==> config.mk <==
export PLATFORM = sky130hd
export DESIGN_NAME = arb_mux
export DESIGN_NICKNAME = d
export VERILOG_FILES = /design/src/rtl/mux_pkg.sv /design/src/rtl/rr_arbiter.sv /design/src/rtl/arb_mux.sv
export SDC_FILE = /design/constraint.sdc
export NUM_CORES = 1
export LEC_CHECK = 0
export CAP_MARGIN = 20
export CORE_ASPECT_RATIO = 1.25
export CORE_MARGIN = 2
export CORE_UTILIZATION = 39
export DETAILED_ROUTE_END_ITERATION = 10
export PLACE_DENSITY = 0.81
export SLEW_MARGIN = 0
export SYNTH_ARGS = -nofsm -noshare
export SYNTH_HDL_FRONTEND = slang
export SYNTH_SLANG_ARGS = --single-unit
==> constraint.sdc <==
create_clock -name clk -period 4 [get_ports clk]
set_input_delay 0.8 -clock clk [delete_from_list [all_inputs] [get_ports clk]]
set_output_delay 0.8 -clock clk [all_outputs]
set_load 0.02 [all_outputs]
==> src/rtl/mux_pkg.sv <==
// Shared constants and helpers for the arbitrated data multiplexer.
package mux_pkg;

  localparam int unsigned MUX_FIXED = 32'd0;
  localparam int unsigned MUX_RR    = 32'd1;

  // Width of a channel index; never narrower than one bit.
  function automatic int unsigned sel_w(input int unsigned n);
    return (n <= 32'd1) ? 32'd1 : 32'($clog2(n));
  endfunction

endpackage

==> src/rtl/rr_arbiter.sv <==
// One-hot arbiter with a rotating priority pointer (held at 0 in fixed mode).
module rr_arbiter
  import mux_pkg::*;
#(
  parameter int unsigned CHANNELS = 4,
  parameter int unsigned MODE     = MUX_RR,
  parameter int unsigned SEL_W    = sel_w(CHANNELS)
) (
  input  logic                clk,
  input  logic                rst,
  input  logic [CHANNELS-1:0] req,
  input  logic                update,
  input  logic [SEL_W-1:0]    upd_sel,
  output logic [CHANNELS-1:0] grant
);

  logic [SEL_W-1:0] ptr;
  logic [SEL_W-1:0] idx;
  logic             found;

  // Search upward from ptr with wrap; first requester found wins.
  always_comb begin
    grant = '0;
    found = 1'b0;
    idx   = '0;
    for (int unsigned k = 0; k < CHANNELS; k++) begin
      idx = SEL_W'((32'(ptr) + k) % CHANNELS);
      if (!found && req[idx]) begin
        grant[idx] = 1'b1;
        found      = 1'b1;
      end
    end
  end

  // Pointer moves past the served channel only when a transfer happens.
  always_ff @(posedge clk or posedge rst) begin
    if (rst) begin
      ptr <= '0;
    end else if ((MODE == MUX_RR) && update) begin
      ptr <= SEL_W'((32'(upd_sel) + 32'd1) % CHANNELS);
    end
  end

endmodule

==> src/rtl/arb_mux.sv <==
// Registered N-to-1 data multiplexer with internal arbitration and valid/ready.
module arb_mux
  import mux_pkg::*;
#(
  parameter int unsigned WIDTH    = 16,
  parameter int unsigned CHANNELS = 4,
  parameter int unsigned MODE     = MUX_RR,
  parameter int unsigned SEL_W    = sel_w(CHANNELS)
) (
  input  logic                      clk,
  input  logic                      rst,
  input  logic [CHANNELS-1:0]       in_valid,
  input  logic [CHANNELS*WIDTH-1:0] in_data,
  output logic [CHANNELS-1:0]       in_ready,
  output logic                      out_valid,
  output logic [WIDTH-1:0]          out_data,
  output logic [SEL_W-1:0]          out_sel,
  input  logic                      out_ready
);

  logic [CHANNELS-1:0] grant;
  logic [WIDTH-1:0]    sel_data;
  logic [SEL_W-1:0]    sel_idx;
  logic                load;
  logic                xfer;

  rr_arbiter #(
    .CHANNELS(CHANNELS),
    .MODE    (MODE)
  ) u_arb (
    .clk    (clk),
    .rst    (rst),
    .req    (in_valid),
    .update (xfer),
    .upd_sel(sel_idx),
    .grant  (grant)
  );

  // Output register can take a beat when empty or being drained this cycle.
  assign load     = ~out_valid | out_ready;
  assign in_ready = grant & {CHANNELS{load & ~rst}};
  assign xfer     = |(in_valid & in_ready);

  // One-hot AND-OR select of the granted channel's data and index.
  always_comb begin
    sel_data = '0;
    sel_idx  = '0;
    for (int unsigned i = 0; i < CHANNELS; i++) begin
      if (grant[i]) begin
        sel_data = sel_data | in_data[i*WIDTH +: WIDTH];
        sel_idx  = sel_idx | SEL_W'(i);
      end
    end
  end

  // Output stage: load on transfer, empty on idle load, hold during stall.
  always_ff @(posedge clk or posedge rst) begin
    if (rst) begin
      out_valid <= 1'b0;
      out_data  <= '0;
      out_sel   <= '0;
    end else if (load) begin
      if (xfer) begin
        out_valid <= 1'b1;
        out_data  <= sel_data;
        out_sel   <= sel_idx;
      end else begin
        out_valid <= 1'b0;
      end
    end
  end

endmodule

==> Yosys cells after proc, flatten, opt, wreduce, memory -nomap -nowiden <==
Cells that the tools add are included.
W data, S select, Z words.
{ "word_totals": {"output_inout_bits": 23, "input_bits": 71, "regBits": 21} }
{ "op_classes": {"n_bitwise": 12, "order_cmp": 8, "n_reduce_logical": 12, "n_mux": 31, "n_addsub": 4} }
{ "op_table": {"columns": ["cell", "count"], "rows": [
  ["$mux W16", 4],
  ["$or A16 B16 Y16", 3],
  ["$mux W4", 4],
  ["$mux W1", 13],
  ["$lt A2 B3 Y1 const B", 4],
  ["$or A4 B4 Y4", 3],
  ["$and A4 B4 Y4", 2],
  ["$bmux W1 S2", 4],
  ["$demux W1 S2", 4],
  ["$ge A2 B1 Y1 const B", 4],
  ["$logic_and A1 B1 Y1", 7],
  ["$add A2 B1 Y2 const B", 2],
  ["$add A2 B2 Y2 const B", 2],
  ["$mux W2", 2],
  ["$reduce_or A4 Y1", 1],
  ["$logic_not A1 Y1", 3],
  ["$not A1 Y1", 2],
  ["$reduce_and A2 Y1", 1],
  ["$and A1 B1 Y1", 1],
  ["$or A1 B1 Y1", 1]
]} }

==> Logic depth before layout (Yosys ltp) <==
{ "depth": {"ltp_word": 19, "ltp_mapped": 13} }

==> Cells and area by module <==
From an unflattened synthesis, not the netlist that was laid out.
{ "unflattened": {"hier_cells": 158, "area_unflattened_um2": 1655.3} }
{ "by_module_without_submodules": {"columns": ["module", "cells_each", "n_inst", "area_per_inst_um2"], "rows": [
  ["arb_mux", 108, 1, 1223.7],
  ["rr_arbiter", 50, 1, 431.7]
]} }

==> Least setup slack after synthesis <==
No wires, ideal clock.
{ "synth_path": {"kind": "register to output", "startpoint": "register u_arb.ptr[0]", "endpoint": "output port in_ready[3]", "slack_ps": 632, "n_path_buf": 2, "path_stages_with_launch": 9, "t_arrival_ps": 2568, "path_cell_list": "dfrtp_1 > buf_6 > inv_1 > ha_1 > mux4_2 > nor3_2 > a221o_1 > clkbuf_1 > nor2b_1"} }
{ "synth_between": {"elab_chain_len": 13, "elab_cells_between_ends": 48, "classes_between": "3 x add/sub; 8 x order compare; 23 x mux; 4 x bitwise; 10 x reduce/logical"} }
{ "synth_rtl": {"columns": ["element", "line", "source"], "rows": [
  ["from (decl)", "rr_arbiter.sv:17", "logic [SEL_W-1:0] ptr;"],
  ["from (signal assigned)", "rr_arbiter.sv:40", "ptr <= SEL_W'((32'(upd_sel) + 32'd1) % CHANNELS);"],
  ["branches (longest 11 deep; another with $lt A2 B3 Y1)", null, null],
  ["$mux W4 (*)", "rr_arbiter.sv:28", "if (!found && req[idx]) begin"],
  ["$and A4 B4 Y4 (*)", "arb_mux.sv:41", "assign in_ready = grant & {CHANNELS{load & ~rst}};"],
  ["to (decl)", "arb_mux.sv:14", "output logic [CHANNELS-1:0] in_ready,"]
]} }
Every way passes the cells marked *. The select of a mux whose other input is x is not followed.

==> Worst setup path after layout <==
{ "layout_path": {"startpoint": "input port in_valid[3]", "endpoint": "output port in_ready[0]"} }
{ "layout_between": {"elab_chain_len": 13, "elab_cells_between_ends": 25, "classes_between": "15 x mux; 4 x bitwise; 6 x reduce/logical"} }
{ "layout_rtl": {"columns": ["element", "line", "source"], "rows": [
  ["from (decl)", "arb_mux.sv:12", "input logic [CHANNELS-1:0] in_valid,"],
  ["$bmux W1 S2", "rr_arbiter.sv:28", null],
  ["$mux W1 (not written as such)", "rr_arbiter.sv:28", null],
  ["$mux W1", "rr_arbiter.sv:28", null],
  ["$logic_not A1 Y1", "rr_arbiter.sv:28", null],
  ["$logic_and A1 B1 Y1", "rr_arbiter.sv:28", null],
  ["$mux W1", "rr_arbiter.sv:28", null],
  ["$logic_not A1 Y1", "rr_arbiter.sv:28", null],
  ["$logic_and A1 B1 Y1", "rr_arbiter.sv:28", null],
  ["$mux W1", "rr_arbiter.sv:28", null],
  ["$logic_not A1 Y1", "rr_arbiter.sv:28", null],
  ["$logic_and A1 B1 Y1", "rr_arbiter.sv:28", null],
  ["$mux W4 (*)", "rr_arbiter.sv:28", null],
  ["$and A4 B4 Y4 (*)", "arb_mux.sv:41", null]
]} }
Every way passes the cells marked *; elsewhere a longest branch is shown, timed or not. The select of a mux whose other input is x is not followed.

==> summary.txt <==
Yosys
  • Cells after synthesis: 153
  • Synth Flop Type: dfrtp_1
  • Sequential fraction of the synthesis area: 0.307
  • Syn Std Cell Area: 1710 sq um
  • Number of synthesized register bits: 21
  • Syn_nets: around 230
  • Post-synthesis cell type count: 30
  • Yosys warning count: 0
  • Syn avg cell area: 11.2 sq um
  • Ys async rst share: 1.00
  • Post-synth EDFFs: 0

Clock tree
  • Root buffer cell: clkbuf_8
  • CTS tree: yes
  • Clock Sink Count: 21
  • CTS buffer count: 3
  • Clk_lat worst skew: 0.25 ns
  • Max Buffers Root-to-Sink: 2
  • Worst-path clk slew: 0.07 ns
  • Hold_buf cts: 0
  • H-tree levels: 1

Cells and area
  • Finished Cell Area: 2720 sq um
  • Fin cells: between 300 and 400
  • Share of layout cells above drive strength 1: 0.185
  • Register area: 527 sq um
  • ANT cells: 0
  • Finished Core Util: 0.652
  • Footprint of the multi-input gates: 1040 sq um
  • Synth-to-layout area growth: 58.9%
  • Layout fillers: 351
  • Final nets: 328

Place
  • Place WS: 0.0738 ns
  • Post-DP Area: 2660 sq um
  • Placed Instances: 300
  • Hpwl dp: between 3000 and 4000 microns
  • PortBufs: 93
  • Gpl congestion: between 0.8 and 0.9

Die
  • FP Rows: 26
  • Initial core utilization: 0.410
  • Core box area: 4160 sq um
  • Die X: approximately 63 microns
  • Die ar.: about 4900 sq um
  • # IOs: 94
  • DIE HEIGHT: between 70 and 80 microns

Timing
  • Max-slew violation count: 0
  • Setup_tns: 0 ns
  • Worst rel slew slack: 0.755
  • Unrepaired setup endpoints after global routing: false
  • Worst Skew: 0.00217 ns
  • Min Tclk post-route: 3.90 ns
  • Setup WS post-layout: 0.0986 ns
  • Setup violations, final: 0
  • Max Fclk: roughly 260 MHz
  • Worst Tran Pin Value: between 0.3 and 0.4 ns
  • Final period utilization: 0.975
  • Hold Vio Cnt, Final: 0

Pwr
  • Max rail drop VDD: 0.000393 V
  • Pwr per Cell Area: about 800 nW/um^2
  • Pleak: 1.25 nW

Worst setup path
  • Critical path peak fanout: 7
  • Crit path arrival time: 3.10 ns
  • Worst setup path category: input pin to primary output
  • Critical Path End Type: primary output
  • Critical Path Start Type: input pin
  • Worst Path Required: around 3.2 ns

Run
  • Max-cap violations: 0

Route
  • Vias: 1564
  • Total iterations of the first detailed-routing run: 4
  • Vias/cell: 5.13
  • Post-route ant nets: 0
  • DR DRC count: 0
  • Wirelength, routed: ~4600 microns
  • WL/cell: 15.1 microns
  • Number of DRC markers in iteration 0: 79

GRT
  • Total GRT Usage: 0.200
  • Vias in the first global route: around 1.7k
  • Grt total ovfl: 0
  • Largest net degree at the start of global routing: 22
  • Antenna violations before repair: 0
  • First-pass GRT wire length: 7870 microns

Run status
  • Status: complete, no violations

Min path
  • Hold Path Class: flip-flop to flip-flop
==> through the flow <==
step                      hold WS (ns)  total power, mW
after floorplan                  0.607             1.63
after global placement           0.489             2.00
after detailed placement         0.491             2.03
after CTS                        0.516             2.17
after global routing             0.536             2.32
final                            0.511             2.15
==> sequential cells by signal, indices dropped and copies added, names as in the netlist <==
name / count
out_data: 16
out_sel: 2
u_arb.ptr: 2
out_valid: 1
==> Yosys cell counts, types with 2 or more instances <==
cell type	n	area, sq um
a22oi_1	25	188
dfrtp_1	21	526
nand2_1	18	67.6
mux2_4	17	255
a22oi_2	9	113
ha_1	7	87.6
nor2_1	7	26.3
buf_6	6	67.6
inv_1	6	22.5
nor2b_1	6	37.5
a221o_1	4	40.0
a22o_1	4	35.0
a221oi_1	2	17.5
buf_12	2	40.0
clkbuf_1	2	7.51
mux2i_1	2	20.0
mux4_2	2	45.0
==> where the power goes <==
| group | switching (mW) | internal, mW | total (mW) |
|---|---|---|---|
| clock | 0.0630 | 0.0707 | 0.134 |
| combinational | 0.788 | 0.841 | 1.63 |
| sequential | 0.0642 | 0.322 | 0.386 |
==> repair_timing <==
item | in CTS | in global routing
resized for setup | 0 | 4
setup endpoints to repair | 0 | 4
setup buffers | 0 | 1
==> kinds of logic (layout without fill, tap and decap cells) <==
logic type | after synthesis | count (layout) | synth area share
compound gates | 48 | 48 | 0.250
simple gates | 37 | 37 | 0.107
mux | 22 | 22 | 0.194
flops | 21 | 21 | 0.307
buf+inv | 17 | 113 | 0.0849
fa+ha+maj | 7 | 7 | 0.0512
xor+xnor | 1 | 1 | 0.00513
==> area by class of cell <==
| cell class | count | area share |
|---|---|---|
| inverter | 6 | 0.00829 |
| multi-input combinational | 115 | 0.382 |
| sequential | 21 | 0.194 |
| timing repair buffer | 103 | 0.373 |
| tap | 56 | 0.0258 |
| clock buffer | 4 | 0.0166 |
==> path summary, 6_finish.rpt <==
| path | from | end | slack [ns] | cells after the start |
|---|---|---|---|---|
| worst max-delay path | in_valid[3] | in_ready[0] | 0.1 | 7 |
| worst min-delay path | out_valid | out_valid | 0.51 | 2 |
| worst max register to register | u_arb.ptr[1] | out_data[4] | 0.60 | 10 |
| worst min register to register | out_valid | out_valid | 0.51 | 2 |
| max in group asynchronous | rst | u_arb.ptr[1] | 2.85 | 3 |
| min in group asynchronous | rst | out_valid | 0.92 | 3 |
==> layout by cell type (no fill, tap or decap), types with 2 or more instances in the layout <==
cell | synthesis | final
mux2_4 | 17 | 17
nor2_1 | 7 | 7
nor2b_1 | 6 | 6
clkdlybuf4s50_1 | 0 | 90
ha_1 | 7 | 7
a22oi_2 | 9 | 9
a221oi_1 | 2 | 2
mux2i_1 | 2 | 2
buf_4 | 1 | 10
a221o_1 | 4 | 4
dlymetal6s2s_1 | 0 | 3
clkbuf_8 | 0 | 3
nand2_1 | 18 | 18
inv_1 | 6 | 6
dfrtp_1 | 21 | 20
a22oi_1 | 25 | 25
mux4_2 | 2 | 2
a22o_1 | 4 | 4
==> critical path, stage by stage <==
cell and delay, ns:
clkdlybuf4s50_1 0.53, mux4_2 0.52, nor2b_4 0.16, a22o_1 0.17, a221o_1 0.27, nor2b_1 0.13
clkdlybuf4s50_1 0.53
==> per-layer routing <==
metal / vias to the layer above / track usage / wire [microns] / share of wire
met4: 0 / 0.0522 / 23 / 0.0050
li1: 767 / - / - / -
met5: - / 0 / 0 / 0
met3: 2 / 0.0387 / 248 / 0.054
met1: 735 / 0.233 / 1800 / 0.39
met2: 60 / 0.372 / 2540 / 0.55
(Power assumes the default switching activity.)
